`src/rtl/lp_interp2.sv`:
```
// lp_interp2: signed 2x linear-interpolating upsampler (x0, m01, x1, m12, x2, ...).
// Build option: define LP_INTERP_ROUND_EN to round midpoints half toward +inf
// instead of flooring them.
// Ports:
//   clk        rising-edge clock
//   rst_n      asynchronous active-low reset
//   clr        synchronous flush back to the unprimed state
//   in_valid   din is valid
//   in_ready   block can accept din this cycle
//   din        signed input sample
//   out_valid  dout is valid (registered)
//   out_ready  consumer takes dout this cycle
//   dout       signed output sample (registered)
module lp_interp2 #(
    parameter int DW = 8
) (
    input  logic          clk,
    input  logic          rst_n,
    input  logic          clr,
    input  logic          in_valid,
    output logic          in_ready,
    input  logic [DW-1:0] din,
    output logic          out_valid,
    input  logic          out_ready,
    output logic [DW-1:0] dout
);
    typedef enum logic [1:0] {EMPTY, SMP, WAIT, MID} state_t;

`ifdef LP_INTERP_ROUND_EN
    localparam logic [DW:0] rnd = 1;
`else
    localparam logic [DW:0] rnd = 0;
`endif

    state_t        state_q, state_d;
    logic [DW-1:0] cur_q, cur_d;
    logic [DW-1:0] dout_q, dout_d;
    logic          ov_q, ov_d;
    logic          in_xfer, out_xfer;

    // One extra bit of headroom makes the sum exact; dropping the LSB is the
    // arithmetic shift, so the result always fits back into DW bits.
    function automatic logic [DW-1:0] mid(input logic [DW-1:0] a, input logic [DW-1:0] b);
        logic [DW:0] s;
        s = {a[DW-1], a} + {b[DW-1], b} + rnd;
        return s[DW:1];
    endfunction

    assign in_ready  = !clr && (state_q == EMPTY || state_q == WAIT ? 1'b1 :
                                state_q == SMP ? out_ready : 1'b0);
    assign in_xfer   = in_valid && in_ready;
    assign out_xfer  = ov_q && out_ready;
    assign out_valid = ov_q;
    assign dout      = dout_q;

    always_comb begin
        state_d = state_q;
        cur_d   = cur_q;
        dout_d  = dout_q;
        ov_d    = ov_q;
        case (state_q)
            EMPTY: if (in_xfer) begin
                cur_d   = din;
                dout_d  = din;
                ov_d    = 1'b1;
                state_d = SMP;
            end
            SMP: if (out_xfer && in_xfer) begin
                dout_d  = mid(cur_q, din);
                cur_d   = din;
                state_d = MID;
            end else if (out_xfer) begin
                ov_d    = 1'b0;
                state_d = WAIT;
            end
            WAIT: if (in_xfer) begin
                dout_d  = mid(cur_q, din);
                cur_d   = din;
                ov_d    = 1'b1;
                state_d = MID;
            end
            MID: if (out_xfer) begin
                dout_d  = cur_q;
                state_d = SMP;
            end
            default: state_d = EMPTY;
        endcase
        // Flush wins over everything; dout and cur keep their stale contents.
        if (clr) begin
            state_d = EMPTY;
            ov_d    = 1'b0;
        end
    end

    always_ff @(posedge clk or negedge rst_n) begin
        if (!rst_n) begin
            state_q <= EMPTY;
            cur_q   <= '0;
            dout_q  <= '0;
            ov_q    <= 1'b0;
        end else begin
            state_q <= state_d;
            cur_q   <= cur_d;
            dout_q  <= dout_d;
            ov_q    <= ov_d;
        end
    end
endmodule

```
`config.mk`:
```
export PLATFORM = sky130hd
export DESIGN_NAME = lp_interp2
export DESIGN_NICKNAME = d
export VERILOG_FILES = /design/src/rtl/lp_interp2.sv
export SDC_FILE = /design/constraint.sdc
export NUM_CORES = 1
export LEC_CHECK = 0
export BUFFER_PORTS_ARGS = -buffer_cell sky130_fd_sc_hd__buf_2
export CAP_MARGIN = 0
export CELL_PAD_IN_SITES_DETAIL_PLACEMENT = 2
export CELL_PAD_IN_SITES_GLOBAL_PLACEMENT = 2
export CORE_MARGIN = 3
export CORE_UTILIZATION = 37
export DETAILED_ROUTE_END_ITERATION = 10
export PLACE_DENSITY = 0.92
export SYNTH_ARGS = -nofsm -noshare
export SYNTH_HDL_FRONTEND = slang
export SYNTH_SLANG_ARGS = --single-unit
```
`constraint.sdc`:
```
create_clock -name clk -period 5.38 [get_ports clk]
set_input_delay 0 -clock clk [delete_from_list [all_inputs] [get_ports clk]]
set_output_delay 0 -clock clk [all_outputs]
set_load 0.01 [all_outputs]
```
# --- Word-level counts from Yosys, hierarchy flattened ---
# Index checks and enable logic that the tools add are counted.
op_classes:
  multipliers: 0
  n_div: 0
  eq_ne: 15
  n_reduce_logical: 14
  addsub: 1
  bitwise: 0
  muxes: 21
  order_cmp: 0
  shifts: 0
ops:
  columns: ["cell", "count"]
  rows:
  - ["$mux W8", 5]
  - ["$pmux W8 S4", 1]
  - ["$pmux W8 S2", 1]
  - ["$ne A3 B3 Y1 const B", 5]
  - ["$mux W2", 6]
  - ["$reduce_and A4 Y1", 3]
  - ["$add A8 B8 Y9", 1]
  - ["$pmux W2 S4", 1]
  - ["$mux W1", 6]
  - ["$ne A2 B2 Y1 const B", 3]
  - ["$eq A2 B2 Y1 const B", 2]
  - ["$logic_and A1 B1 Y1", 4]
  - ["$ne A2 B1 Y1 const B", 2]
  - ["$ne A4 B3 Y1 const B", 1]
  - ["$ne A3 B1 Y1 const B", 1]
  - ["$reduce_and A3 Y1", 1]
  - ["$reduce_bool A3 Y1", 1]
  - ["$eq A2 B1 Y1 const B", 1]
  - ["$logic_not A2 Y1", 1]
  - ["$pmux W1 S2", 1]
  - ["$reduce_bool A2 Y1", 1]
  - ["$reduce_or A2 Y1", 1]
  - ["$logic_not A1 Y1", 1]
  - ["$logic_or A1 B1 Y1", 1]
word_totals:
  elab_cells: 55
  mem_count: 0
  ff_bits: 19
  mem_bits_ro: 0
  latchBits: 0
  input_bits: 13
  ram_bits: 0

# --- Longest topological paths before layout ---
depth:
  ltp_word: 9
  ltp_mapped: 9
  ltp_nobuf: 7

# --- Least setup slack after synthesis ---
# OpenSTA, ideal clock, no wires.
synth_timing:
  path_type: "reg2reg"
  startpoint: "register state_q[0]"
  endpoint: "register cur_q[0]"
  t_arrival_ns: 1.774
  slack_ns: 3.481
  period_less_slack_ns: 1.899
  stages_incl_launch_ff: 8
  required_time_ns: 5.255
  path_cell_list: "dfrtp_1 > inv_1 > ha_1 > buf_2 > nor2_2 > a2111oi_4 > o21bai_2 > mux2_2"
synth_via:
  elab_chain_cells: 8
synth_lines:
  columns: ["element", "line_no", "text"]
  rows:
  - ["from (decl)", "35", "state_t state_q, state_d;"]
  - ["from (signal assigned)", "102", "state_q <= state_d;"]
  - ["$eq A2 B1 Y1 (tied with other cells)", "50, 61", null]
  - ["$mux W1 / $logic_or A1 B1 Y1 (equally long branches)", "50, 49", null]
  - ["$mux W1", "49", "assign in_ready = !clr && (state_q == EMPTY || state_q == WAIT ? 1'b1 :"]
  - ["$logic_and A1 B1 Y1", "49", null]
  - ["$logic_and A1 B1 Y1", "51", "assign in_xfer = in_valid && in_ready;"]
  - ["$logic_and A1 B1 Y1", "68", "SMP: if (out_xfer && in_xfer) begin"]
  - ["$ne A2 B1 Y1 (no line)", null, null]
  - ["$reduce_and A3 Y1 (no line)", null, null]
  - ["to (signal assigned)", "103", "cur_q <= cur_d;"]
  - ["to (decl)", "36", "logic [DW-1:0] cur_q, cur_d;"]
# Several ways; a longest one is shown, not always the timed one.
# A chain may end at the register's enable or synchronous reset.

# --- Worst setup path after layout ---
layout_timing:
  startpoint: "register state_q[0]"
  endpoint: "register dout_q[2], in the netlist dout[2]"
layout_via:
  elab_chain_cells: 8
layout_lines:
  columns: ["element", "line_no", "text"]
  rows:
  - ["$eq A2 B1 Y1 (tied with other cells)", "50, 61", null]
  - ["$mux W1 / $logic_or A1 B1 Y1 (equally long branches)", "50, 49", null]
  - ["$mux W1", "49", null]
  - ["$logic_and A1 B1 Y1", "49", null]
  - ["$logic_and A1 B1 Y1", "51", null]
  - ["$logic_and A1 B1 Y1", "68", null]
  - ["$ne A2 B1 Y1 (no line)", null, null]
  - ["$reduce_and A4 Y1 (no line)", null, null]
  - ["to (signal assigned)", "104", "dout_q <= dout_d;"]
  - ["to (decl)", "37", "logic [DW-1:0] dout_q, dout_d;"]
# Several ways; a longest one is shown, not always the timed one.

==> summary.txt <==
Clock network
  – CTS Hold Bufs: 1
  – Clock Latency Late Sink: 0.26 ns
  – Clk pin slew, worst setup/hold paths: 0.07 ns
  – Post-CTS Setup Inserts: 0
  – Clock sink total: 19
  – CTS resizes: 0
  – Root buf cell: clkbuf_8
  – H-tree lvl count: 1
  – CTS tree: yes
  – CTS Buf Count: 3
  – CTS max path bufs: 2

Route
  – Number of remaining DRC errors: 0
  – TritonRoute pass-1 iters: 3
  – Wire length per cell: 18.41 um
  – Initial DRC count: 32
  – DR vias/cell: 5.616
  – DRT antenna net count: 0
  – Detailed-route via count: 1185
  – Wirelength, routed: 3884 um

Logic synthesis
  – Ys flop type: dfrtp_1
  – Area share of the leading cell type in the synthesized netlist: 34.48%
  – Avg Inst Size Synth: 9.642 um^2
  – Number of synthesized register bits: 19
  – Async SR Flop Fraction: 100.0%
  – Sequential area share after synthesis: 34.48%
  – Largest area contributor in the synthesized netlist: dfrtp_1
  – Top post-synthesis cells by area: dfrtp_1 (34%), ha_1 (11%), mux2_2 (6.5%), a21oi_1 (4.0%), nand2_1 (3.5%)
  – YS warnings: 0
  – Gate Count Post-Synth: 143
  – Post-synth design cell area: 0.001379 mm^2
  – Count of different cell masters after synthesis: 42
  – Syn Nets: 169
  – Post-synth EDFFs: 0

STA
  – Relative slew slack: 50.23%
  – Crit share post-route: 49.56%
  – Setup TNS: 0 ns
  – Unrepaired setup endpoints after global routing: no
  – Worst Skew: 0.002844 ns
  – WHS: 0.008819 ns
  – Fmax: 375.1 MHz
  – Hold Vio Cnt, Final: 0
  – Final setup violation count: 0
  – Worst-Margin Slew: 0.7465 ns
  – Fin crit period: 2.666 ns
  – Slew Limit Fails: 0
  – Setup ws final: 2.714 ns

Worst hold path
  – Hold depth: 2
  – Hold Path End: out_valid
  – Tightest Hold Check Type: in -> reg
  – Min-Delay Startpoint: clr

Floorplan
  – Die width: 67.05 um
  – # rows: 21
  – CORE AREA: 0.003468 mm^2
  – Initial Utilization: 39.75%
  – Chip height: 67.05 um
  – Total die area: 0.004495 mm^2
  – Io pins: 23

Finish
  – Register area: 475.5 um^2
  – Most frequent cells in the layout: buf_2 (22), dfrtp_1 (19), nand2_1 (13), ha_1 (12), a21oi_1 (11)
  – Fill count: 398
  – Nets: 192
  – Area of the multi-input gates: 838.3 um^2
  – Area grow syn2layout: 14.16%
  – Antenna diodes: 0
  – Commonest non-fill, non-tap cell in the layout: buf_2
  – Utilization after layout: 45.38%
  – Layout cells sized above 1: 25.45%
  – Final instance area: 0.001574 mm^2

Critical path
  – CP cell instances: inv_1 > ha_1 > nor2_2 > a2111oi_4 > o21ai_2 > o31ai_1
  – CP Capture Type: flop
  – Slowest CP cell: ha_1
  – Worst stage delay on the critical path: 0.60 ns
  – Critical path type: reg -> reg
  – Worst-path fanout max: 17
  – R2r startpoint: state_q[0]
  – Reg-to-Reg End: dout[2]
  – Critical Path Source Type: flop
  – Cells on worst reg2reg path: 6
  – Reg-to-reg slack, setup: 2.71 ns
  – Delay-heaviest family, CP: compound AO/OA/AOI/OAI gates
  – Worst Path Arrival: 2.79 ns
  – Bufs and invs on worst path: 1
  – Required time worst endpoint: 5.50 ns

Placement
  – Worst slack at placement: 2.801 ns
  – I/O Buffers: 22
  – Area after DPL: 0.001519 mm^2
  – Placer Congestion: 0.7907
  – Post-DP HPWL: 2932 um

Global route
  – Pin count of the biggest net entering global routing: 20
  – First-pass GRT wire length: 6617 um
  – Initial antenna violation count: 0
  – Overflow after GRT: 0
  – GRT Util Overall: 19.85%
  – Vias in the first global route: 1316

Power
  – P_leak: 0.7289 nW
  – Pwr/cell area: 666.2 mW/mm^2
  – Max IR drop VDD: 287.0 uV

Job
  – Max-Cap Viols: 0

Status
  – Status: finished, final reports clean
[cells by family after synthesis]
| kind of cell | after synthesis | synth area share (%) |
|---|---|---|
| fa+ha+maj | 13 | 12.34 |
| simple gates | 35 | 12.79 |
| mux | 12 | 9.438 |
| flops | 19 | 34.48 |
| xor+xnor | 1 | 0.6353 |
| compound gates | 48 | 25.59 |
| buf+inv | 15 | 4.719 |
[worst max-delay path by stage]
stage                     from        to  slack (ns)  cells past startpoint
detailed placement  state_q[0]   dout[6]        2.80                      7
global placement    state_q[0]   dout[6]        2.95                      7
CTS                 state_q[0]   dout[2]        2.68                      6
global route        state_q[0]   dout[2]        2.50                      6
floorplan           state_q[0]  cur_q[0]        3.48                      7
finish              state_q[0]   dout[2]        2.71                      6
[flip-flops by register name, summed over array words and instances (netlist names)]
register and count:
dout 8, state_q 2, out_valid 1, cur_q 8
[report_power, final]
part           internal, W  total (W)  leakage, nW  switching, W
registers         0.000216   0.000272        0.231     0.0000554
clock network    0.0000527   0.000101       0.0228     0.0000487
logic             0.000284   0.000675        0.475      0.000392
[per-stage QoR]
step | instances | total power [W]
floorplan | 143 | 0.0007612
global placement | 206 | 0.0008856
detailed placement | 206 | 0.0009431
CTS | 211 | 0.001062
global route | 211 | 0.001153
finish | 211 | 0.001049
[routing by layer]
| layer | up-vias | global-route usage, % | part of all wire (%) |
|---|---|---|---|
| li1 | 561 | - | - |
| met1 | 592 | 23.38 | 43 |
| met2 | 22 | 34.85 | 51 |
| met3 | 10 | 3.373 | 3.2 |
| met5 | - | 0 | 0 |
| met4 | 0 | 8.608 | 3.0 |
[synthesized netlist by cell type (all sizes together) (2+ instances only)]
master and instances:
inv 10, a211oi 4, nor2 5, clkbuf 3
buf 2, a21o 4, a31oi 3, mux2i 4
mux2 8, a2111oi 2, nand2 14, or3 2
o31ai 5, ha 12, o21ai 9, nand2b 4
nor2b 5, dfrtp 19, a21oi 11
[layout make-up]
| type | count | area share (%) |
|---|---|---|
| repair buffers | 23 | 7.631 |
| clock buffers | 4 | 2.862 |
| well taps | 46 | 3.657 |
| inverters | 10 | 2.385 |
| multi-input cells | 109 | 53.26 |
| flip-flops and latches | 19 | 30.21 |
Note: power is estimated with default switching activity, not from simulation.
